$ cat src/rtl/telemetry_rx.sv
// telemetry_rx
// Receives the eBike serial telemetry stream (UART 8N1) and recovers the
// battery, current and torque readings from 8-byte packets
// (0xAA, 0x55, BATT hi/lo, CURR hi/lo, TORQUE hi/lo; each hi byte {4'h0,nibble}).
//
// Ports:
//   clk        system clock, all logic on posedge
//   rst_n      synchronous active-low reset
//   RX         serial input, idle high, asynchronous to clk
//   BATT_RX    last received battery reading (12 bits)
//   CURR_RX    last received current reading (12 bits)
//   TORQUE_RX  last received torque reading (12 bits)
//   vld        one-cycle pulse when the three readings update
//   err        one-cycle pulse when a packet is dropped
//
// UART FSM:
//   state   | meaning
//   U_IDLE  | waiting for a falling edge on rx_s
//   U_START | counting to the middle of the start bit
//   U_DATA  | sampling 8 data bits, LSB first
//   U_STOP  | sampling the stop bit
//
// Parser FSM:
//   state     | meaning
//   P_HUNT_AA | looking for the first header byte
//   P_HUNT_55 | first header seen, looking for the second
//   P_PAYLOAD | collecting six payload bytes (index 0..5)

module telemetry_rx #(
  parameter int BAUD_CYC = 2604,
  parameter int TMO_CYC  = 32768
) (
  input  logic        clk,
  input  logic        rst_n,
  input  logic        RX,
  output logic [11:0] BATT_RX,
  output logic [11:0] CURR_RX,
  output logic [11:0] TORQUE_RX,
  output logic        vld,
  output logic        err
);

  localparam int BW = $clog2(BAUD_CYC + 1);
  localparam int TW = $clog2(TMO_CYC + 1);

  localparam logic [BW-1:0] HALF_LOAD = BW'(BAUD_CYC / 2 - 1);
  localparam logic [BW-1:0] FULL_LOAD = BW'(BAUD_CYC - 1);
  localparam logic [TW-1:0] TMO_LOAD  = TW'(TMO_CYC - 1);

  typedef enum logic [1:0] {U_IDLE, U_START, U_DATA, U_STOP} uart_state_t;
  typedef enum logic [1:0] {P_HUNT_AA, P_HUNT_55, P_PAYLOAD} parse_state_t;

  logic rx_m, rx_s, rx_prev;

  uart_state_t    ustate;
  logic [BW-1:0]  baud_cnt;
  logic [2:0]     bit_cnt;
  logic [7:0]     shift;
  logic           byte_rdy;
  logic [7:0]     byte_data;
  logic           frame_err;

  parse_state_t   pstate;
  logic [2:0]     idx;
  logic [TW-1:0]  tmo_cnt;
  logic [11:0]    sh_batt, sh_curr, sh_torq;

  // rx_prev gives the falling-edge detect; presetting it high also means a
  // line stuck low after a framing error cannot restart a byte until it has
  // gone high again.
  always_ff @(posedge clk) begin
    if (!rst_n) begin
      rx_m    <= 1'b1;
      rx_s    <= 1'b1;
      rx_prev <= 1'b1;
    end else begin
      rx_m    <= RX;
      rx_s    <= rx_m;
      rx_prev <= rx_s;
    end
  end

  // Down-counter loaded on the edge cycle; reaching zero marks the sample
  // point, so the start sample lands BAUD_CYC/2 cycles after the edge.
  always_ff @(posedge clk) begin
    if (!rst_n) begin
      ustate    <= U_IDLE;
      baud_cnt  <= '0;
      bit_cnt   <= '0;
      shift     <= '0;
      byte_rdy  <= 1'b0;
      byte_data <= '0;
      frame_err <= 1'b0;
    end else begin
      byte_rdy  <= 1'b0;
      frame_err <= 1'b0;
      case (ustate)
        U_IDLE: begin
          if (!rx_s && rx_prev) begin
            ustate   <= U_START;
            baud_cnt <= HALF_LOAD;
          end
        end
        U_START: begin
          if (baud_cnt == '0) begin
            if (rx_s) begin
              ustate <= U_IDLE;
            end else begin
              ustate   <= U_DATA;
              baud_cnt <= FULL_LOAD;
              bit_cnt  <= '0;
            end
          end else begin
            baud_cnt <= baud_cnt - 1'b1;
          end
        end
        U_DATA: begin
          if (baud_cnt == '0) begin
            shift    <= {rx_s, shift[7:1]};
            baud_cnt <= FULL_LOAD;
            if (bit_cnt == 3'd7) ustate <= U_STOP;
            else                 bit_cnt <= bit_cnt + 1'b1;
          end else begin
            baud_cnt <= baud_cnt - 1'b1;
          end
        end
        U_STOP: begin
          if (baud_cnt == '0) begin
            ustate <= U_IDLE;
            if (rx_s) begin
              byte_rdy  <= 1'b1;
              byte_data <= shift;
            end else begin
              frame_err <= 1'b1;
            end
          end else begin
            baud_cnt <= baud_cnt - 1'b1;
          end
        end
        default: ustate <= U_IDLE;
      endcase
    end
  end

  // A byte arriving in the same cycle the timeout would expire takes priority
  // and reloads the counter. vld and err come from mutually exclusive branches.
  always_ff @(posedge clk) begin
    if (!rst_n) begin
      pstate    <= P_HUNT_AA;
      idx       <= '0;
      tmo_cnt   <= '0;
      sh_batt   <= '0;
      sh_curr   <= '0;
      sh_torq   <= '0;
      BATT_RX   <= '0;
      CURR_RX   <= '0;
      TORQUE_RX <= '0;
      vld       <= 1'b0;
      err       <= 1'b0;
    end else begin
      vld <= 1'b0;
      err <= 1'b0;
      if (byte_rdy) begin
        tmo_cnt <= TMO_LOAD;
        case (pstate)
          P_HUNT_AA: begin
            if (byte_data == 8'hAA) pstate <= P_HUNT_55;
          end
          P_HUNT_55: begin
            if (byte_data == 8'h55) begin
              pstate <= P_PAYLOAD;
              idx    <= '0;
            end else if (byte_data != 8'hAA) begin
              pstate <= P_HUNT_AA;
            end
          end
          P_PAYLOAD: begin
            if (!idx[0]) begin
              if (byte_data[7:4] != 4'h0) begin
                err    <= 1'b1;
                pstate <= P_HUNT_AA;
              end else begin
                case (idx[2:1])
                  2'd0:    sh_batt[11:8] <= byte_data[3:0];
                  2'd1:    sh_curr[11:8] <= byte_data[3:0];
                  default: sh_torq[11:8] <= byte_data[3:0];
                endcase
                idx <= idx + 1'b1;
              end
            end else begin
              case (idx[2:1])
                2'd0: sh_batt[7:0] <= byte_data;
                2'd1: sh_curr[7:0] <= byte_data;
                default: begin
                  sh_torq[7:0] <= byte_data;
                  BATT_RX      <= sh_batt;
                  CURR_RX      <= sh_curr;
                  TORQUE_RX    <= {sh_torq[11:8], byte_data};
                  vld          <= 1'b1;
                  pstate       <= P_HUNT_AA;
                end
              endcase
              idx <= idx + 1'b1;
            end
          end
          default: pstate <= P_HUNT_AA;
        endcase
      end else if (frame_err) begin
        err    <= 1'b1;
        pstate <= P_HUNT_AA;
      end else if (pstate != P_HUNT_AA) begin
        if (tmo_cnt == '0) begin
          err    <= 1'b1;
          pstate <= P_HUNT_AA;
        end else begin
          tmo_cnt <= tmo_cnt - 1'b1;
        end
      end
    end
  end

endmodule
$ cat config.mk
export PLATFORM = sky130hd
export DESIGN_NAME = telemetry_rx
export DESIGN_NICKNAME = d
export VERILOG_FILES = /design/src/rtl/telemetry_rx.sv
export SDC_FILE = /design/constraint.sdc
export NUM_CORES = 1
export LEC_CHECK = 0
export BUFFER_PORTS_ARGS = -buffer_cell sky130_fd_sc_hd__buf_2
export CORE_MARGIN = 3
export CORE_UTILIZATION = 25
export DETAILED_ROUTE_END_ITERATION = 16
export PLACE_DENSITY = 0.42
export SETUP_SLACK_MARGIN = 0.3
export SYNTH_ARGS = -nofsm -noshare
export SYNTH_HDL_FRONTEND = slang
export SYNTH_SLANG_ARGS = --single-unit
$ cat constraint.sdc
create_clock -name clk -period 3.2 [get_ports clk]
set_input_delay 0 -clock clk [delete_from_list [all_inputs] [get_ports clk]]
set_output_delay 0 -clock clk [all_outputs]
set_load 0.005 [all_outputs]
# == Yosys cells after proc, flatten, opt, wreduce, memory -nomap -nowiden ==
# Cells that the tools add are included.
# word_totals
reg_bits,125
inputBits,3
output_inout_bits,38
elab_cells,143
# op_classes
addsub,4
eq_ne,27
muxes,47
bitwise_logic,6
n_reduce_logical,34
# op_table
cell,count
$mux W12,5
$mux W15,4
$pmux W12 S4,1
$mux W2,16
$reduce_and A5 Y1,5
$ne A2 B2 Y1 const B,11
$mux W3,7
$reduce_and A4 Y1,5
$reduce_and A3 Y1,6
$logic_not A16 Y1,1
$sub A16 B1 Y16 const B,1
$logic_not A12 Y1,1
$ne A4 B4 Y1 const B,3
$pmux W3 S2,2
$sub A12 B1 Y12 const B,1
$mux W1,10
$ne A3 B3 Y1 const B,3
$eq A8 B7 Y1 const B,1
$eq A8 B8 Y1 const B,1
$ne A8 B8 Y1 const B,1
$pmux W2 S4,1
$reduce_bool A2 Y1,4
$add A3 B1 Y3 const B,2
$eq A2 B1 Y1 const B,3
12 further kinds,23

# == Depth between registers and ports, before layout ==
# Gate-level depths: netlist of the first run.
# logic_depth
word_depth,6
ltp_mapped,8
depth_no_buf,7

# == Least setup slack after synthesis of the first run ==
# OpenSTA, ideal clock, no wires.
# synth_path
path_kind,register to register
startpoint,register tmo_cnt[2]
endpoint,register tmo_cnt[13]
setup_time_ps,122
t_arrival_ps,2076
required_ps,3078
path_slack_ps,1003
stages_incl_launch_ff,8
path_buffers,2
period_less_slack_ps,2197
cell_sequence,dfxtp_1 -> or4_1 -> buf_2 -> or4_1 -> clkbuf_2 -> nand4b_2 -> nor3_1 -> o311a_1
# synth_between
elab_chain_cells,5
word_cells_on_any_way,8
classes_between,1 x add/sub; 1 x eq/ne; 4 x mux; 2 x reduce/logical
# synth_rtl
item,line,text
"start, declared",65,logic [TW-1:0] tmo_cnt;
"start signal, assigned",216,tmo_cnt <= tmo_cnt - 1'b1;
$sub A16 B1 Y16,216,
$mux W15,212,if (tmo_cnt == '0) begin
$mux W15,211,end else if (pstate != P_HUNT_AA) begin
$mux W15,208,end else if (frame_err) begin
$mux W15,163,if (byte_rdy) begin
# Several ways; a longest one is shown, not always the timed one. The select of a mux whose other input is x is not followed.
# A chain may end at the register's enable or synchronous reset.

==> out/results.env, run 1 <==
RUN_STATUS='complete, no violations'
CTS_RESIZED=0
RATIO_OF_ROUTED_VIAS_TO_STANDARD_CELLS=4.69
PEAKVDDDROP_mV=0.288
GLOBAL_ROUTE_WIRE_LENGTH_BEFORE_REPAIR_MICRONS=21800
NETS=667
GRT.TOTAL_USAGE_PCT=11.3
DRT_FIRST_ITER_VIOLATIONS=334
ANTENNA_CELLS=0
FINALNONFILLERCELLS=936
WORST_EP_ARRIVAL_TIME_NS=2.78
POST-ROUTE-PERIOD-UTIL_PCT=76.9
YS_WARN_COUNT=0
CORE.ROWCOUNT=52
DIE_H_MICRONS=152
SETUP_VIOLATING_ENDPOINT_COUNT_IN_THE_FINAL_REPORT=0
SYNTHESIS.AREA_PER_INSTANCE_SQ_UM=8.51
CLOCK_INSERTION_DELAY_WORST_SKEW_NS=0.41
YS_DOMINANT_REG_CELL='sky130_fd_sc_hd__dfxtp_1'
CRIT_PATH_START_KIND='flop'
SYN2LAYOUT_AREA_GROWTH_PCT=20.7
WORST_SLEW_PIN_SLEW_NS=1.01
SYNTHDOMINANTAREACELLTYPE='sky130_fd_sc_hd__dfxtp_1'
ASYNC_FLOP_SHARE_PCT=0
DRV_CAP=0
CP_TOP_FAMILY='simple AND/OR/NAND/NOR gates'
CP_DATA_REQUIRED_TIME_NS=3.52
PLACED_CELLS=902
FIN_CRIT_NS=2.46
CRITPATHMAXSTAGEDELAY_NS=0.59
WORSTREG2REGSTART='baud_cnt[2]'
PLACE_AREA_SQ_MM=0.00577
POSTSYNTHREGISTERBITS=125
ANTENNA_VIOLATING_NETS_POST_ROUTE=0
START_UTIL_PCT=25.9
PLACEMENT.IO_BUFFERS=40
FINAL_CELL_MIX='sky130_fd_sc_hd__dfxtp_1 (125), sky130_fd_sc_hd__nand2_1 (103), sky130_fd_sc_hd__a21oi_1 (72), sky130_fd_sc_hd__nor2_1 (63)'
PLACEABLECOREAREA_SQ_MM=0.0206
UTILIZATION_PCT=31.3
GRT-OVFL-TOTAL=0
DETAIL_ROUTE.WIRELENGTH_MICRONS=12800
HOLD_CLASS='primary input to flop'
TIMING_WORST_SETUP_PATH_TYPE='flop to flop'
TRITONCTS='built'
SYN_INST=626
MAXSLEWVIOLCOUNT=0
DRT_PRE_ANTENNA_ITERS=4
CTS_BUFFER_DEPTH=2
WORST-PATH-STAGES=5
ROUTED_WIRE_LENGTH_PER_INSTANCE_MICRONS=13.7
NUMBER_OF_SYNTHESIZED_FLOPS_WITH_AN_ENABLE_PIN=0
TIMING.REG2REG.WORST_PATH_DEPTH=5
TRITONCTS_NUM_SINKS=125
SYNTH.NET_COUNT=640
WORST-PATH-BUF-INV=0
DRIVE_GT1_SHARE_PCT=13.4
MOSTFREQUENTLAYOUTCELL='sky130_fd_sc_hd__dfxtp_1'
PATH_MAX_FANOUT=8
ORDERED_CELL_LIST_FOR_THE_CRITICAL_PATH='or4_4, nor4_4, o21ai_0, or4_1, a21oi_1'
COUNT_OF_PINS_ON_THE_BLOCK_BOUNDARY=41
TIMING.MAX_SLEW.REL_SLACK_PCT=32.9
CATEGORY_OF_THE_WORST_SETUP_PATH_CAPTURE_POINT='flop'
DIE-WIDTH_MICRONS=152
CLK_TRANSITION_REPORTED_PATHS_NS=0.06
GRT_SETUP_UNREPAIRED='no'
DIEAREA_SQ_MM=0.0231
MAX_FREQ_MHz=407
REGISTER_TO_REGISTER_SETUP_SLACK_NS=0.74
P_LEAK_uW=0.00261
FIN_WORST_SKEW_NS=0.0139
SETUP.WORST_PATH.START='baud_cnt[2]'
TRITONCTS.NUM_BUFFERS=17
FIN_HOLD_WS_NS=0.0183
N_FILL_CELL=2173
SEQ_AREA_FRAC_SYNTH_PCT=47.0
SYN-CELL-AREA_SQ_MM=0.00533
SYNTH_TOP_AREA_SHARE_PCT=47.0
GRT_PASS1_VIAS=4412
CTS-HTREE-LEVELS=4
POST_SYNTH_MAIN_AREA_CONTRIBUTORS='sky130_fd_sc_hd__dfxtp_1 (47%), sky130_fd_sc_hd__mux2i_1 (7.5%), sky130_fd_sc_hd__nand2_1 (7.3%)'
PIN_COUNT_OF_THE_BIGGEST_NET_ENTERING_GLOBAL_ROUTING=60
VIAS=4391
DRC_VIOLS=0
POWER.DENSITY_CELL_AREA_mW_PER_MM2=644
FINALINSTANCEAREA_SQ_MM=0.00643
GRT_ANTENNA_BEFORE_REPAIR=0
POST-DP-HPWL_MICRONS=8370
TIMING.CRITICAL_PATH.SLOWEST_STAGE_CELL='sky130_fd_sc_hd__or4_4'
HOLD_VIOL=0
PLACE.GP.CONGESTION=0.791
CTS.ROOT.BUFFER_CELL='sky130_fd_sc_hd__clkbuf_16'
YOSYSUNIQUECELLTYPES=57
TOTALNEGATIVESETUPSLACK_NS=0
==> power breakdown <==
group          total (uW)  switching [uW]  internal (uW)
Clock                2070             721           1350
Sequential           1610            31.7           1580
Combinational         459             296            163
==> routing by layer <==
metal,track usage [%],routed length (microns),vias to the layer above
li1,-,-,2224
met1,14.3,6210,2071
met2,18.4,5950,82
met3,3.16,472,14
met4,4.07,163,0
met5,0,0,-
==> kinds of logic (layout without fill, tap and decap cells) <==
kind of cell	Yosys count	after routing	share of synthesized area, %
compound gates	122	122	13.2
xor+xnor	15	15	2.47
fa+ha+maj	11	11	2.58
buf+inv	54	94	3.92
flops	125	125	47.0
mux	40	40	7.52
simple gates	259	259	23.3
==> timing repair <==
item                                   CTS  global route
endpoints found under the hold margin    1             0
buffers inserted                         0             0
hold buffers                             2             0
==> sequential cells by signal (all words and copies together) (netlist names), 2 cells and up, named ones only <==
signal / flops
idx: 3
pstate: 2
baud_cnt: 12
tmo_cnt: 16
TORQUE_RX: 12
sh_batt: 12
sh_curr: 12
bit_cnt: 3
byte_data: 8
sh_torq: 4
CURR_RX: 12
shift: 8
BATT_RX: 12
==> area by class of cell <==
class | count | area (sq um) | share of cell area [%]
clock buffers | 19 | 453 | 7.04
clock inverters | 13 | 188 | 2.92
inverters | 13 | 48.8 | 0.759
multi-input cells | 447 | 2620 | 40.7
flip-flops and latches | 125 | 2500 | 38.9
well taps | 270 | 338 | 5.25
repair buffers | 49 | 285 | 4.44
==> synth_stat cells, drive strengths merged, types with 2 or more instances <==
cell type,count
a21boi,2
a21oi,72
a311oi,2
a31oi,4
and2,3
and3,2
buf,2
clkbuf,39
dfxtp,125
ha,11
inv,13
mux2i,40
nand2,103
nand2b,6
nand3,22
nand3b,3
nand4,3
nand4b,3
nand4bb,2
nor2,63
nor2b,3
nor3,18
nor3b,2
nor4,6
o21a,5
o21ai,19
o21bai,3
o22ai,2
o311a,2
or3,2
or3b,3
or4,11
xnor2,12
xor2,3
==> stage by stage <==
step                      total power [uW]  setup WS [ns]
after floorplan                       1980           1.00
after global placement                2100          0.784
after detailed placement              2110          0.736
after CTS                             4200          0.726
after global routing                  4330          0.547
final                                 4140          0.741
==> worst min path at each step <==
stage,start,end,slack [ns],cells after the start
floorplan,rst_n,rx_prev,0.1,1
detailed placement,RX,rx_m,0.20,2
global placement,RX,rx_m,0.20,2
CTS,rst_n,rx_s,0.01,2
global route,rst_n,rx_s,0.03,2
finish,rst_n,rx_s,0.02,2
Power figures use the tool's default switching activity.
==> run 2: changes to the inputs <==
==> constraint.sdc (replaced) <==
create_clock -name clk -period 2.3 [get_ports clk]
set_input_delay 0 -clock clk [delete_from_list [all_inputs] [get_ports clk]]
set_output_delay 0 -clock clk [all_outputs]
set_load 0.005 [all_outputs]
==> run 2 against run 1 <==
  * Sequential power rose by 39%
  * First-iteration DRC count decreased by 41%
  * Critical path depth increased by 2
  * Wire length increased by 4.2%
  * Flip-flop and latch count is the same
  * Global-route usage rose by 0.23 points
  * Sequential share of layout area decreased by 3.2 points
  * Combinational power rose by 120%
  * Fmax is 16% higher
  * Total power is 50% higher
  * Cell count up 4.1%
  * Critical path type unchanged
  * Highest routed layer unchanged
==> out/results.env, run 2 (synthesis gave the netlist of run 1 again) <==
RUN_STATUS='complete, no violations'
DIEAREA_SQ_MM=0.0231  # unchanged
GRT_ANTENNA_BEFORE_REPAIR=0  # unchanged
FOOTPRINT_OF_THE_MULTI_INPUT_GATES_SQ_MM=0.00284  # +8.6%
DRT_FIRST_ITER_VIOLATIONS=197  # -41%
POST-DP-HPWL_MICRONS=8740  # +4.4%
SYN2LAYOUT_AREA_GROWTH_PCT=32.2
COMBINATIONAL_POWER_SHARE_PCT=15.9  # +4.8 points
TIMING.REG2REG.WORST_PATH_DEPTH=7  # +2
USE_MET3_PCT=3.27  # +0.11 points
WORST_HOLD_PATH.NUM_CELLS=3  # +1
PLACE.GP.CONGESTION=0.762  # -3.7%
WORSTREG2REGSTART='baud_cnt[9]'
ANTENNA_CELLS=0  # unchanged
LARGEST_REG_FLOPS=16  # unchanged
DRIVE_GT1_SHARE_PCT=25.6  # +12 points
HOLD_VIOL=0  # unchanged
CLK_TRANSITION_REPORTED_PATHS_NS=0.06  # about the same
TIMING.RR.END='baud_cnt[3]'
GRT-OVFL-TOTAL=0  # unchanged
PLACEABLECOREAREA_SQ_MM=0.0206  # unchanged
FIN_CRIT_NS=2.13  # -0.331 ns
POWER.INTERNAL_uW=4600  # +49%
MAX_FREQ_MHz=470  # +16%
CRIT_PATH_START_KIND='flop'
MET1_USAGE_IN_GLOBAL_ROUTING_PCT=14.8  # +0.55 points
REGISTERS.TOP_BY_FF_COUNT='tmo_cnt'
PLACEMENT.IO_BUFFERS=40  # unchanged
GLOBAL_ROUTE_WIRE_LENGTH_BEFORE_REPAIR_MICRONS=22100  # +1.5%
VIAS=4531  # +3.2%
SETUP_VIOLATING_ENDPOINT_COUNT_IN_THE_FINAL_REPORT=0  # unchanged
ANTENNA_VIOLATING_NETS_POST_ROUTE=0  # unchanged
CTS-HTREE-LEVELS=4  # unchanged
NETS=705  # +5.7%
SETUP.WORST_PATH.START='baud_cnt[9]'
TRITONCTS_NUM_SINKS=125  # unchanged
LEAST_SETUP_SLACK_ACROSS_ALL_PATHS_AFTER_LAYOUT_NS=0.172  # -0.569 ns
N_FILL_CELL=2178  # +0.23%
POWER.DENSITY_CELL_AREA_mW_PER_MM2=882  # +37%
GRT_BUSIEST_LAYER='met2'
DIE_H_MICRONS=152  # unchanged
CP_DATA_REQUIRED_TIME_NS=2.59  # -0.93 ns
RATIO_OF_ROUTED_VIAS_TO_STANDARD_CELLS=4.65  # -0.84%
DIE-WIDTH_MICRONS=152  # unchanged
PRE_CTS_SLACK_NS=0.0810  # -0.655 ns
P_LEAK_uW=0.00290  # +11%
MIN_TO='rx_m'
PATH_MAX_FANOUT=7  # -1
FIN_WORST_SKEW_NS=0.00685  # -0.00708 ns
GRT_PASS1_VIAS=4492  # +1.8%
TRITONCTS='built'
POST-ROUTE-PERIOD-UTIL_PCT=92.5  # +16 points
SEQPWRFRAC_PCT=36.1  # -2.9 points
PIN_COUNT_OF_THE_BIGGEST_NET_ENTERING_GLOBAL_ROUTING=75  # +25%
FINAL_CELL_MIX='sky130_fd_sc_hd__dfxtp_1 (116), sky130_fd_sc_hd__nand2_1 (93), sky130_fd_sc_hd__a21oi_1 (70), sky130_fd_sc_hd__nor2_1 (60), sky130_fd_sc_hd__buf_2 (40)'
GRT.TOTAL_USAGE_PCT=11.5  # +0.23 points
DRV_CAP=0  # unchanged
COUNT_OF_PINS_ON_THE_BLOCK_BOUNDARY=41  # unchanged
ROUTED_WIRE_LENGTH_PER_INSTANCE_MICRONS=13.7  # +0.12%
LAYOUT.AREA.SEQ_SQ_MM=0.00251  # +0.45%
MAXSLEWVIOLCOUNT=0  # unchanged
TOTALNEGATIVESETUPSLACK_NS=0  # unchanged
CTS_BUFFER_DEPTH=2  # unchanged
START_UTIL_PCT=25.9  # unchanged
REGISTER_TO_REGISTER_SETUP_SLACK_NS=0.17  # -0.57 ns
TRITONCTS.NUM_BUFFERS=17  # unchanged
SW_FRAC_OF_TOTAL_PCT=25.9  # +0.61 points
DRT_PRE_ANTENNA_ITERS=4  # unchanged
DRC_VIOLS=0  # unchanged
GRT_SETUP_UNREPAIRED='yes'
TIMING.MAX_SLEW.REL_SLACK_PCT=49.6  # +17 points
P_SW_uW=1610  # +54%
CORE.ROWCOUNT=52  # unchanged
WORSTHOLDSTART='rst_n'
DETAIL_ROUTE.WIRELENGTH_MICRONS=13300  # +4.2%
CATEGORY_OF_THE_WORST_SETUP_PATH_CAPTURE_POINT='flop'
CTS.ROOT.BUFFER_CELL='sky130_fd_sc_hd__clkbuf_16'
POWER.CLOCK.FRACTION_PCT=48.0  # -1.9 points
WORST_SLEW_PIN_SLEW_NS=0.748  # -0.257 ns
PEAKVDDDROP_mV=0.471  # +64%
HOLD_CLASS='primary input to flop'
WORST_EP_ARRIVAL_TIME_NS=2.41  # -0.37 ns
MOSTFREQUENTLAYOUTCELL='sky130_fd_sc_hd__dfxtp_1'
GRT_UTIL_MET2_PCT=18.8  # +0.36 points
CLOCK_INSERTION_DELAY_WORST_SKEW_NS=0.42  # about the same
TIMING_WORST_SETUP_PATH_TYPE='flop to flop'
[run 2: layout make-up]
class,instances,area share [%]
multi-input cells,447,40.3
flip-flops and latches,125,35.7
repair buffers,87,9.13
clock buffers,17,6.04
well taps,270,4.80
clock inverters,15,3.34
inverters,13,0.693
[run 2: per-layer routing]
metal / vias up / part of all wire, % / wire, microns
met1: 2150 / 49 / 6510
met5: - / 0 / 0
met4: 0 / 1.0 / 134
li1: 2306 / - / -
met3: 7 / 3.4 / 455
met2: 68 / 47 / 6230
[run 2: repair_timing]
action | CTS | global route
endpoints found under the setup margin | 43 | 52
gates cloned | 1 | 0
pin swaps | 13 | 32
hold endpoints to repair | 1 | 0
setup buffers | 9 | 6
resized for setup | 12 | 47
hold buffers | 1 | 0
[run 2: worst max-delay path, cell delays in order (launching register included)]
cell	delay (ns)
sky130_fd_sc_hd__dfxtp_2	0.33
sky130_fd_sc_hd__or4_4	0.52
sky130_fd_sc_hd__or4_4	0.53
sky130_fd_sc_hd__o21ai_4	0.19
sky130_fd_sc_hd__buf_6	0.12
sky130_fd_sc_hd__buf_12	0.11
sky130_fd_sc_hd__o21bai_1	0.05
sky130_fd_sc_hd__nor3b_2	0.14
[run 2: how the worst max path moves through the flow]
stage / to / slack, ns / cells after the start
after floorplan: tmo_cnt[13] / 0.24 / 7
after global placement: tmo_cnt[13] / 0.13 / 7
after detailed placement: tmo_cnt[13] / 0.08 / 5
after CTS: baud_cnt[3] / 0.22 / 7
after global routing: flop / 0.09 / 7
final: baud_cnt[3] / 0.17 / 7
[run 2: power by group through the flow]
| stage | combinational [uW] | clock, uW | sequential [uW] |
|---|---|---|---|
| final | 988 | 2980 | 2240 |
| after global placement | 708 | 0 | 2280 |
| after floorplan | 516 | 0 | 2280 |
| after CTS | 824 | 3080 | 2240 |
| after detailed placement | 708 | 0 | 2280 |
| after global routing | 1080 | 3170 | 2250 |
[run 2: per-stage QoR]
stage,std cells,power (uW),utilization (%),hold WS [ns],instance area [sq um]
floorplan,626,2800,-,0.0954,5410
global placement,925,2990,29.2,0.217,6010
CTS,968,6140,33.1,0.0208,6820
finish,974,6210,34.3,0.0413,7040
detailed placement,925,2990,29.2,0.214,6010
global route,974,6500,34.3,0.0510,7040
